$ cat src/rtl/shift_pkg.sv
// shift_pkg: shared widths, shifter mode codes and arbiter state encoding.
// Revision: 1.0
`default_nettype none

package shift_pkg;
  localparam int DATA_W = 16;
  localparam int AMT_W  = 4;

  localparam logic [1:0] SHIFT_SLL = 2'b00;
  localparam logic [1:0] SHIFT_SRA = 2'b01;
  localparam logic [1:0] SHIFT_ROR = 2'b10;

  localparam logic [1:0] ST_IDLE = 2'd0;
  localparam logic [1:0] ST_EXEC = 2'd1;
  localparam logic [1:0] ST_RESP = 2'd2;
endpackage

`default_nettype wire

$ cat src/rtl/shift_arbiter_shifter.sv
// shift_arbiter_shifter: combinational 16-bit SLL / SRA / ROR (mode 11 also rotates).
// Revision: 1.0
`default_nettype none

module shift_arbiter_shifter
  import shift_pkg::*;
(
  input  logic [DATA_W-1:0] i_data,
  input  logic [AMT_W-1:0]  i_amt,
  input  logic [1:0]        i_mode,
  output logic [DATA_W-1:0] o_data
);

  logic [AMT_W:0] w_rot_left;

  // Left half of the rotate; amt=0 gives a 16-bit shift, which contributes zero.
  assign w_rot_left = 5'd16 - {1'b0, i_amt};

  always_comb begin
    o_data = i_data;
    case (i_mode)
      SHIFT_SLL: o_data = i_data << i_amt;
      SHIFT_SRA: o_data = $signed(i_data) >>> i_amt;
      default:   o_data = (i_data >> i_amt) | (i_data << w_rot_left);
    endcase
  end

endmodule

`default_nettype wire

$ cat src/rtl/shift_arbiter.sv
// shift_arbiter: two-requester valid/ready front end for one shared 16-bit shifter.
// Define SHIFT_ARB_RR_EN for round-robin on ties; default is fixed priority to requester 0.
`default_nettype none

module shift_arbiter
  import shift_pkg::*;
(
  input  logic              clk,
  input  logic              rst_n,
  input  logic              req0_valid,
  output logic              req0_ready,
  input  logic [DATA_W-1:0] req0_data,
  input  logic [AMT_W-1:0]  req0_amt,
  input  logic [1:0]        req0_mode,
  input  logic              req1_valid,
  output logic              req1_ready,
  input  logic [DATA_W-1:0] req1_data,
  input  logic [AMT_W-1:0]  req1_amt,
  input  logic [1:0]        req1_mode,
  output logic              rsp0_valid,
  input  logic              rsp0_ready,
  output logic              rsp1_valid,
  input  logic              rsp1_ready,
  output logic [DATA_W-1:0] rsp_data,
  output logic              busy
);

  logic [1:0]        r_state;
  logic [1:0]        w_next_state;
  logic              r_owner;
  logic              r_last_grant;
  logic [DATA_W-1:0] r_data;
  logic [AMT_W-1:0]  r_amt;
  logic [1:0]        r_mode;
  logic [DATA_W-1:0] r_rsp_data;
  logic [DATA_W-1:0] w_shift;
  logic              w_any;
  logic              w_pick1;
  logic              w_rsp_hs;
  logic              w_accept;

  assign w_any    = req0_valid | req1_valid;
  assign w_rsp_hs = (r_state == ST_RESP) & (r_owner ? rsp1_ready : rsp0_ready);
  assign w_accept = w_any & ((r_state == ST_IDLE) | w_rsp_hs);

`ifdef SHIFT_ARB_RR_EN
  assign w_pick1 = req1_valid & (~req0_valid | ~r_last_grant);
`else
  // last_grant is kept up to date but never changes the fixed-priority outcome.
  assign w_pick1 = req1_valid & (~req0_valid | (r_last_grant & 1'b0));
`endif

  always_ff @(posedge clk) begin
    if (!rst_n) begin
      r_state <= ST_IDLE;
    end else begin
      r_state <= w_next_state;
    end
  end

  always_comb begin
    w_next_state = r_state;
    case (r_state)
      ST_IDLE: if (w_any) w_next_state = ST_EXEC;
      ST_EXEC: w_next_state = ST_RESP;
      ST_RESP: if (w_rsp_hs) w_next_state = w_any ? ST_EXEC : ST_IDLE;
      default: w_next_state = ST_IDLE;
    endcase
  end

  always_comb begin
    req0_ready = w_accept & ~w_pick1;
    req1_ready = w_accept & w_pick1;
    rsp0_valid = (r_state == ST_RESP) & ~r_owner;
    rsp1_valid = (r_state == ST_RESP) & r_owner;
    busy       = (r_state != ST_IDLE);
  end

  // Only the granted port's operand fields are captured.
  always_ff @(posedge clk) begin
    if (!rst_n) begin
      r_owner      <= 1'b0;
      r_last_grant <= 1'b1;
      r_data       <= '0;
      r_amt        <= '0;
      r_mode       <= SHIFT_SLL;
      r_rsp_data   <= '0;
    end else begin
      if (w_accept) begin
        r_owner      <= w_pick1;
        r_last_grant <= w_pick1;
        r_data       <= w_pick1 ? req1_data : req0_data;
        r_amt        <= w_pick1 ? req1_amt  : req0_amt;
        r_mode       <= w_pick1 ? req1_mode : req0_mode;
      end
      if (r_state == ST_EXEC) begin
        r_rsp_data <= w_shift;
      end
    end
  end

  shift_arbiter_shifter u_shifter (
    .i_data (r_data),
    .i_amt  (r_amt),
    .i_mode (r_mode),
    .o_data (w_shift)
  );

  assign rsp_data = r_rsp_data;

endmodule

`default_nettype wire

$ cat config.mk
export PLATFORM = sky130hd
export DESIGN_NAME = shift_arbiter
export DESIGN_NICKNAME = d
export VERILOG_FILES = /design/src/rtl/shift_pkg.sv /design/src/rtl/shift_arbiter_shifter.sv /design/src/rtl/shift_arbiter.sv
export SDC_FILE = /design/constraint.sdc
export NUM_CORES = 1
export LEC_CHECK = 0
export ABC_AREA = 1
export CORE_UTILIZATION = 55
export CTS_CLUSTER_DIAMETER = 200
export DETAILED_ROUTE_END_ITERATION = 16
export HOLD_SLACK_MARGIN = 0.15
export PLACE_DENSITY = 0.84
export SETUP_SLACK_MARGIN = 0.4
export SLEW_MARGIN = 40
export SYNTH_ARGS = -nofsm -noshare
export SYNTH_HDL_FRONTEND = slang
export SYNTH_HIERARCHICAL = 1
export SYNTH_SLANG_ARGS = --single-unit
$ cat constraint.sdc
create_clock -name clk -period 3.1 [get_ports clk]
set_input_delay 0.775 -clock clk [delete_from_list [all_inputs] [get_ports clk]]
set_output_delay 0.775 -clock clk [all_outputs]
set_load 0.01 [all_outputs]
==> results of run 1 <==
state kept, by name, indices dropped and copies added (netlist names):
signal    cells
r_amt         4
rsp_data     16
r_mode        2
r_data       16
r_state       2
r_owner       1
worst min-delay path by stage:
stage / end / slack [ps]
6_report: rsp_data[0] / 520
5_1_grt: rsp_data[4] / 550
4_1_cts: rsp_data[0] / 530
3_5_place_dp: rsp_data[0] / 500
3_3_place_gp: rsp_data[15] / 500
2_1_floorplan: r_amt[1] / 490
worst reg2reg max path, delay by kind of cell, from the launching register on:
kind | cells | cell delay (ps)
AND/OR/NAND/NOR | 8 | 1030
adder cells (fa/ha/maj) | 1 | 300
flip-flops | 1 | 340
buffers and inverters | 2 | 670
per-layer routing:
metal | part of all wire | vias up | global-route usage
li1 | - | 2658 | -
met1 | 0.41 | 2381 | 0.442
met3 | 0.083 | 67 | 0.0822
met5 | 0 | - | 0
met2 | 0.46 | 306 | 0.589
met4 | 0.048 | 0 | 0.231
metrics by stage:
stage	instances	hold slack, ps
after floorplan	810	485
after global placement	950	497
after detailed placement	950	502
after CTS	958	527
after global routing	958	550
final	958	521
layout make-up:
| cell class | count | share of cell area |
|---|---|---|
| Clock buffer | 6 | 0.0166 |
| Inverter | 56 | 0.0428 |
| Clock inverter | 2 | 0.00277 |
| Sequential cell | 41 | 0.165 |
| Tap cell | 99 | 0.0249 |
| Multi-Input combinational cell | 668 | 0.585 |
| Timing Repair Buffer | 86 | 0.163 |
cell usage in the layout (no fill, tap or decap), types with 2 or more instances in the layout:
master and count:
sky130_fd_sc_hd__nor2_4 3, sky130_fd_sc_hd__inv_1 49, sky130_fd_sc_hd__clkbuf_8 6, sky130_fd_sc_hd__dfxtp_1 41, sky130_fd_sc_hd__a21oi_1 16, sky130_fd_sc_hd__nor2_1 99
sky130_fd_sc_hd__clkbuf_2 2, sky130_fd_sc_hd__buf_4 16, sky130_fd_sc_hd__nor2_2 4, sky130_fd_sc_hd__nand3_1 163, sky130_fd_sc_hd__inv_2 6, sky130_fd_sc_hd__o21ai_1 7
sky130_fd_sc_hd__nand2_2 10, sky130_fd_sc_hd__nand2_4 2, sky130_fd_sc_hd__nand2_1 328, sky130_fd_sc_hd__o21ai_0 23, sky130_fd_sc_hd__nor3_2 2, sky130_fd_sc_hd__clkdlybuf4s50_1 67
sky130_fd_sc_hd__nand3_2 2
report_power, final:
group	switching (mW)	internal, mW	total (mW)	leakage [nW]
Combinational	0.869	0.462	1.33	2.25
Clock	0.202	0.181	0.383	0.0512
Sequential	0.0698	0.588	0.658	0.339
kinds of logic after synthesis:
| kind of cell | count (synthesis) |
|---|---|
| AO/OA/AOI/OAI | 48 |
| buffers and inverters | 101 |
| adder cells (fa/ha/maj) | 1 |
| AND/OR/NAND/NOR | 619 |
| flip-flops | 41 |
what timing repair did:
item,4_1_cts,5_1_grt
pin swaps,0,1
gates resized for setup,5,6
setup endpoints to repair,2,2
==> results by stage, run 1 <==
Logic synthesis:
- The XOR/XNOR share of the synthesized area is 0.
- Yosys mapped the design onto 31 distinct sky130hd cell types.
- The synthesized-area fraction occupied by ao, oa, aoi and oai cells was 0.0581.
- For this run, the leading register cell type out of synthesis is sky130_fd_sc_hd__dfxtp_1.
- The post-synthesis area per instance is 5.19 um2.
- Synthesis produced 810 cells.
- The cell area that synthesis handed to floorplanning was 0.00420 mm2.
- Yosys printed 6 warnings.
- The number of synthesized flops with an enable pin is 0.
- After synthesis, the largest family of logic cells by area is simple AND/OR/NAND/NOR gates.
- The biggest area contributor in the post-synthesis netlist is sky130_fd_sc_hd__nand2_1.
- Synthesis inferred 41 register bits.
- In the post-synthesis netlist, the biggest area contributors are sky130_fd_sc_hd__nand2_1 (29%), sky130_fd_sc_hd__dfxtp_1 (20%), sky130_fd_sc_hd__nand3_1 (20%).
- The fraction of the yosys area taken by sequential cells is 0.195.
- The simple-gate area share of the yosys netlist is 0.628.
- The share of synthesized cell area in full adder, half adder and majority cells is 0.00298.
- Among all cell types in the netlist, the one instantiated most often is sky130_fd_sc_hd__nand2_1.
- The portion of synthesized cell area occupied by the leading cell type is 0.294.
- The multiplexer share of the synthesized area is 0.
- The commonest cells after synthesis are sky130_fd_sc_hd__nand2_1 (329), sky130_fd_sc_hd__nand3_1 (164), sky130_fd_sc_hd__nor2_1 (100).
- The total nets after synthesis is 861.
- After synthesis, the share of flip-flops with an asynchronous set or reset is 0.

Critical path:
- The reg-to-reg setup timing slack is 710 ps.
- The arrival time at the worst endpoint is 1800 ps.
- The beginning of the critical path is req0_valid.
- The worst register-to-register path begins at r_amt[0].
- The worst setup path is captured at an output port.
- The critical path contains buffers and inverters numbering 2 combined.
- For this run, the slowest stage of the critical path takes 470 ps.
- The kind of cell with the highest combined delay on the critical path is buffers and inverters.
- The worst setup path is launched from an input pin.
- At the worst endpoint, the required time is 2320 ps.
- The worst-path cell with the longest stage delay is sky130_fd_sc_hd__clkdlybuf4s50_1.
- The reg-to-reg critical path endpoint is rsp_data[0].
- The worst setup path is of the input pin to output port kind.
- The top fanout value on the critical path is 3.
- The depth of the worst register-to-register path is 11.
- The critical path goes through clkdlybuf4s50_1, nor2_1, nor2_4, nand2_4, nor2_2, clkbuf_2.
- The worst setup path endpoint is req1_ready.
- In this run the number of cells on the critical path is 6.

Timing:
- The share of the clock period used by the worst path after layout is 0.832.
- The smallest setup slack after layout is 520 ps.
- The aggregate negative setup slack is 0 ps.
- The final number of setup-violating endpoints is 0.
- The number of hold violations in the final report is 0.
- The count of final max-slew check failures is 0.
- Setup repair after global routing left no endpoint under its margin.
- For the final database, setup skew stands at 7.78 ps.
- The worst slew margin relative to its limit is 0.556.
- The shortest clock period the worst path allows after layout is 2580 ps.
- The fmax is 388 MHz.
- The slew at the pin with the worst max-slew slack is 665 ps.

Detailed routing:
- The final routed DRC violation total is 0.
- The total length of routed wires is 13600 um.
- The via density per instance is 5.65.
- The routed layout has 5412 vias.
- The number of optimization iterations in the first detailed-route pass is 5.
- In the final routed layout, each cell accounts on average for 14.2 um.
- The number of DRC markers after the initial detailed-route iteration is 576.
- The count of nets left with antenna violations once routing finished came out at 0.

Cells and area:
- The number of antenna diodes in the final layout is 0.
- The sequential cell area is 821 um2.
- The relative area change from synthesis to final layout is 18.4%.
- With fillers left out, the area of the finished cells amounts to 0.00497 mm2.
- The multi-input combinational cells in the finished layout cover a total of 0.00291 mm2.
- Once layout is complete, the utilization of the core stands at 0.678.
- The number of fill cells is 694.
- The share of layout cells above drive strength 1 is 0.0664.
- The number of nets at the end of the flow is 909.

Global route:
- Entering global routing, the biggest net connects 46 pins.
- The via count of the first global-routing pass came to 5006.
- The number of antenna violations at the first check in global routing is 0.
- After global routing the overflow that remains totals 0.
- In the global route stage, overall resource usage came out at 0.366.
- The first global-routing pass estimated 22700 um of wire.

Hold path:
- The worst hold path was traced through 2 stages.
- The kind of path behind the tightest hold check is register to register.
- The startpoint of the worst hold path is rsp_data[0].

CTS:
- The tree is rooted in a sky130_fd_sc_hd__clkbuf_8.
- The quantity of hold-fixing buffers added after cts is 0.
- The total setup buffers inserted after CTS is 0.
- The clock transition time at the flip-flop clock pins of the worst setup and hold paths is 90 ps.
- The TritonCTS sink count is 41.
- At the later pin of the worst-skew pair, clock insertion delay measures 300 ps.
- The total clock buffers created by CTS is 5.
- In this run the number of H-tree levels came out at 2.
- TritonCTS built the clock tree.
- The maximum number of buffers from clock root to sink is 2.

Floorplanning:
- The die is 89.4 um wide.
- The initial cell density of the core is 0.573.
- The total area inside the core boundary comes to 0.00733 mm2.
- The floorplan has 31 rows.
- The die footprint is 0.00799 mm2.
- The floorplan die height is 89.4 um.
- 71 I/O pins were placed.

Placed design:
- The pre-CTS worst setup slack is -37.3 ps.
- Detailed placement finished with a half-perimeter wire length of 10300 um.
- In this run the tool buffered the top-level ports with 70 buffer cells.
- Routability-driven placement finished with a final weighted congestion of 0.965.
- Summing all placed instances gives a cell area of 0.00487 mm2.

Pwr:
- In this run the static leakage power is 2.64 nW.
- In this run the power density over the cells is 477 mW/mm2.
- VDD sags by at most 0.250 mV.
- The overall power is 2.37 mW.

Flow run:
- The max-cap violation count is 0.

Run status:
- The flow ran to the end, and the final reports show no timing, DRC or antenna violations.
Note: power is estimated with default switching activity, not from simulation.
==> run 2, diff against run 1 <==
- CORE_UTILIZATION: 55 -> 49
- PLACE_DENSITY: 0.84 -> 0.8
- clock period: 3.1 -> 2.1 ns (I/O delays scaled with it)
==> results by stage, run 2 (synthesized netlist as in run 1, its figures left out) <==
Floorplanning:
- The die span in x is 94.6 um (was 89.4 um).
- The floorplan die height is 94.6 um (was 89.4 um).
- The top-level I/O count is 71 (unchanged).
- The die footprint came to 0.00895 mm2 (was 0.00799 mm2).
- The initial cell density of the core is 0.509 (was 0.573).
- The number of standard-cell rows in the floorplan is 33 (was 31).
- The core area is 0.00826 mm2 (was 0.00733 mm2).

Detailed routing:
- The via density per instance is 5.66 (was 5.65).
- The total length of routed wires was 15600 um (was 13600 um).
- The number of antenna-violating nets in the routed design came to 0 (unchanged).
- The number of DRC markers after the initial detailed-route iteration came to 584 (was 576).
- The final routed DRC violation total was 0 (unchanged).
- The total number of vias is 5665 (was 5412).
- The average wire length per cell after detail routing came to 15.6 um (was 14.2 um).
- The number of optimization iterations in the first detailed-route pass came to 6 (was 5).

Global route:
- The met1 usage is 0.441 (was 0.442).
- The highest-utilization routing layer at the global route stage was met2 (unchanged).
- The global router's overall resource usage was 0.355 (was 0.366).
- The overall overflow remaining after global route is 0 (unchanged).
- The global-route wire length before repair is 24600 um (was 22700 um).
- The global-route track usage on met3 came to 0.0459 (was 0.0822).
- The largest net degree at the start of global routing is 46 (unchanged).
- The number of antenna violations at the first check in global routing was 0 (unchanged).
- The met2 global-route usage is 0.601 (was 0.589).
- The via count of the first global-routing pass is 5133 (was 5006).

Pwr:
- The power per cell area is 694 mW/mm2 (was 477 mW/mm2).
- The peak ir drop on the vdd network is 0.315 mV (was 0.250 mV).
- The reported leakage power came to 3.13 nW (was 2.64 nW).
- The overall power is 4.00 mW (was 2.37 mW).

Critical path:
- The cell occurring most often along the worst timing path is sky130_fd_sc_hd__nand2_1.
- The top fanout value on the critical path was 7 (was 3).
- The arrival time at the worst endpoint is 2020 ps (was 1800 ps).
- Crit path cell chain: inv_8, ha_4, inv_8, buf_6, nand3_2, nand3_2, o21ai_1, nand2_1, nand3_1, nand2_1, nand2_1, nor2_1, nor2_1 (was clkdlybuf4s50_1, nor2_1, nor2_4, nand2_4, nor2_2, clkbuf_2).
- The required time of the worst setup path is 2330 ps (was 2320 ps).
- The category of the worst setup path launch point is a register (was input pin).
- The largest stage delay on the critical path is 400 ps (was 470 ps).
- The critical path class is register to register (was input pin to output port).
- The category of the worst setup path capture point was a register (was output port).
- The worst-path cell with the longest stage delay is sky130_fd_sc_hd__dfxtp_4 (was sky130_fd_sc_hd__clkdlybuf4s50_1).

Timing:
- The fmax is 558 MHz.
- The number of hold violations in the final report is 0 (unchanged).
- The clock skew after layout is 6.75 ps (was 7.78 ps).
- The slew at the pin with the worst max-slew slack is 440 ps (was 665 ps).
- The share of the clock period used by the worst path after layout is 0.853.
- Unrepaired setup endpoints after global routing: yes (was no).
- The final number of setup-violating endpoints was 0 (unchanged).
- The worst slew margin relative to its limit came to 0.707 (was 0.556).
- The count of final max-slew check failures was 0 (unchanged).
- The clock period could shrink to 1790 ps.
- The aggregate negative setup slack is 0 ps (unchanged).

Placed design:
- The detailed placement HPWL is 10800 um (was 10300 um).
- The cell count after placement is 967 (was 950).
- The global placer's final weighted congestion is 0.949 (was 0.965).
- The number of I/O port buffers is 70 (unchanged).
- The total placed instance area is 0.00503 mm2 (was 0.00487 mm2).

Cells and area:
- The relative area change from synthesis to final layout was 37.3% (was 18.4%).
- The number of nets at the end of the flow came to 947 (was 909).
- The number of diodes was 0 (unchanged).
- The leading cell type in the layout, fill and taps excluded is sky130_fd_sc_hd__nand2_1 (unchanged).
- Leading cell types in the layout, fill and taps excluded: sky130_fd_sc_hd__nand2_1 (302), sky130_fd_sc_hd__nand3_1 (127), sky130_fd_sc_hd__nor2_1 (94) (was sky130_fd_sc_hd__nand2_1 (328), sky130_fd_sc_hd__nand3_1 (163), sky130_fd_sc_hd__nor2_1 (99)).
- The share of layout cells above drive strength 1 is 0.206 (was 0.0664).
- The finished layout cell area came to 0.00577 mm2 (was 0.00497 mm2).
- The final cell count without fillers is 1001 (was 958).
- The number of fill cells is 737 (was 694).
- The final core utilization is 0.698 (was 0.678).

Hold path:
- The kind of path behind the tightest hold check is register to register (unchanged).

CTS:
- The total clock buffers created by CTS is 5 (unchanged).
- The maximum number of buffers from clock root to sink is 2 (unchanged).
- The TritonCTS sink count is 41 (unchanged).
- The library cell used as clock root buffer is sky130_fd_sc_hd__clkbuf_8 (unchanged).
- The clock latency at the later pin of the worst-skew pair is 300 ps (about the same).
- The number of H-tree branching levels is 2 (unchanged).
- The clock transition time at the flip-flop clock pins of the worst setup and hold paths is 90 ps (about the same).
- The quantity of hold-fixing buffers added after cts is 0 (unchanged).
- The CTS tree is yes (unchanged).

Flow run:
- The max-cap violation count is 0 (unchanged).

Run status:
- Outcome: finished clean (unchanged).
## run 2: cell types whose count changed in the layout (fill, tap and decap cells not counted), sizes merged
cell,previous run,this run
clkinv,2,1
dlymetal6s2s,0,6
buf,16,57
inv,56,57
clkbuf,8,10
clkdlybuf4s50,67,45
dlygate4sd2,1,11
## run 2: final cells by class
| class | count | area, um2 | area share |
|---|---|---|---|
| Multi-Input combinational cell | 668 | 3300 | 0.572 |
| Timing Repair Buffer | 123 | 1170 | 0.203 |
| Sequential cell | 41 | 840 | 0.146 |
| Inverter | 56 | 235 | 0.0408 |
| Tap cell | 105 | 131 | 0.0228 |
| Clock buffer | 6 | 72.6 | 0.0126 |
| Clock inverter | 1 | 8.76 | 0.00152 |
| Timing Repair inverter | 1 | 6.26 | 0.00108 |
## run 2: through the flow
stage          setup slack [ps]  hold slack, ps
2_1_floorplan               293             485
3_3_place_gp               -530             494
3_5_place_dp               -528             504
4_1_cts                     318             533
5_1_grt                     214             565
6_report                    308             529
## run 2: final timing paths
kind                    start      endpoint  slack (ps)  cells after the start
setup / recovery     r_amt[1]  rsp_data[15]         310                     13
hold reg to reg   rsp_data[5]   rsp_data[5]         530                      2
setup reg to reg     r_amt[1]  rsp_data[15]         310                     13
hold / removal    rsp_data[5]   rsp_data[5]         530                      2
## run 2: power breakdown
part,switching (mW),internal (mW),total [mW]
clock,0.299,0.231,0.530
sequential,0.102,0.870,0.972
combinational,1.56,0.945,2.50
## run 2: critical path: cells and delay by family, from the launching register on
kind / cells / cell delay [ps]
fa+ha+maj: 1 / 360
compound gates: 1 / 100
flops: 1 / 400
buf+inv: 3 / 240
simple gates: 8 / 610
## run 2: repair_timing
item,4_1_cts,5_1_grt
resized for setup,96,85
cloned,2,0
pin swaps,33,43
endpoints found under the setup margin,36,48
setup buffers,23,2
## run 2: per-layer routing
metal,vias up,share of wire
met3,77,0.078
met2,314,0.47
met1,2534,0.40
li1,2740,-
met5,-,0
met4,0,0.056
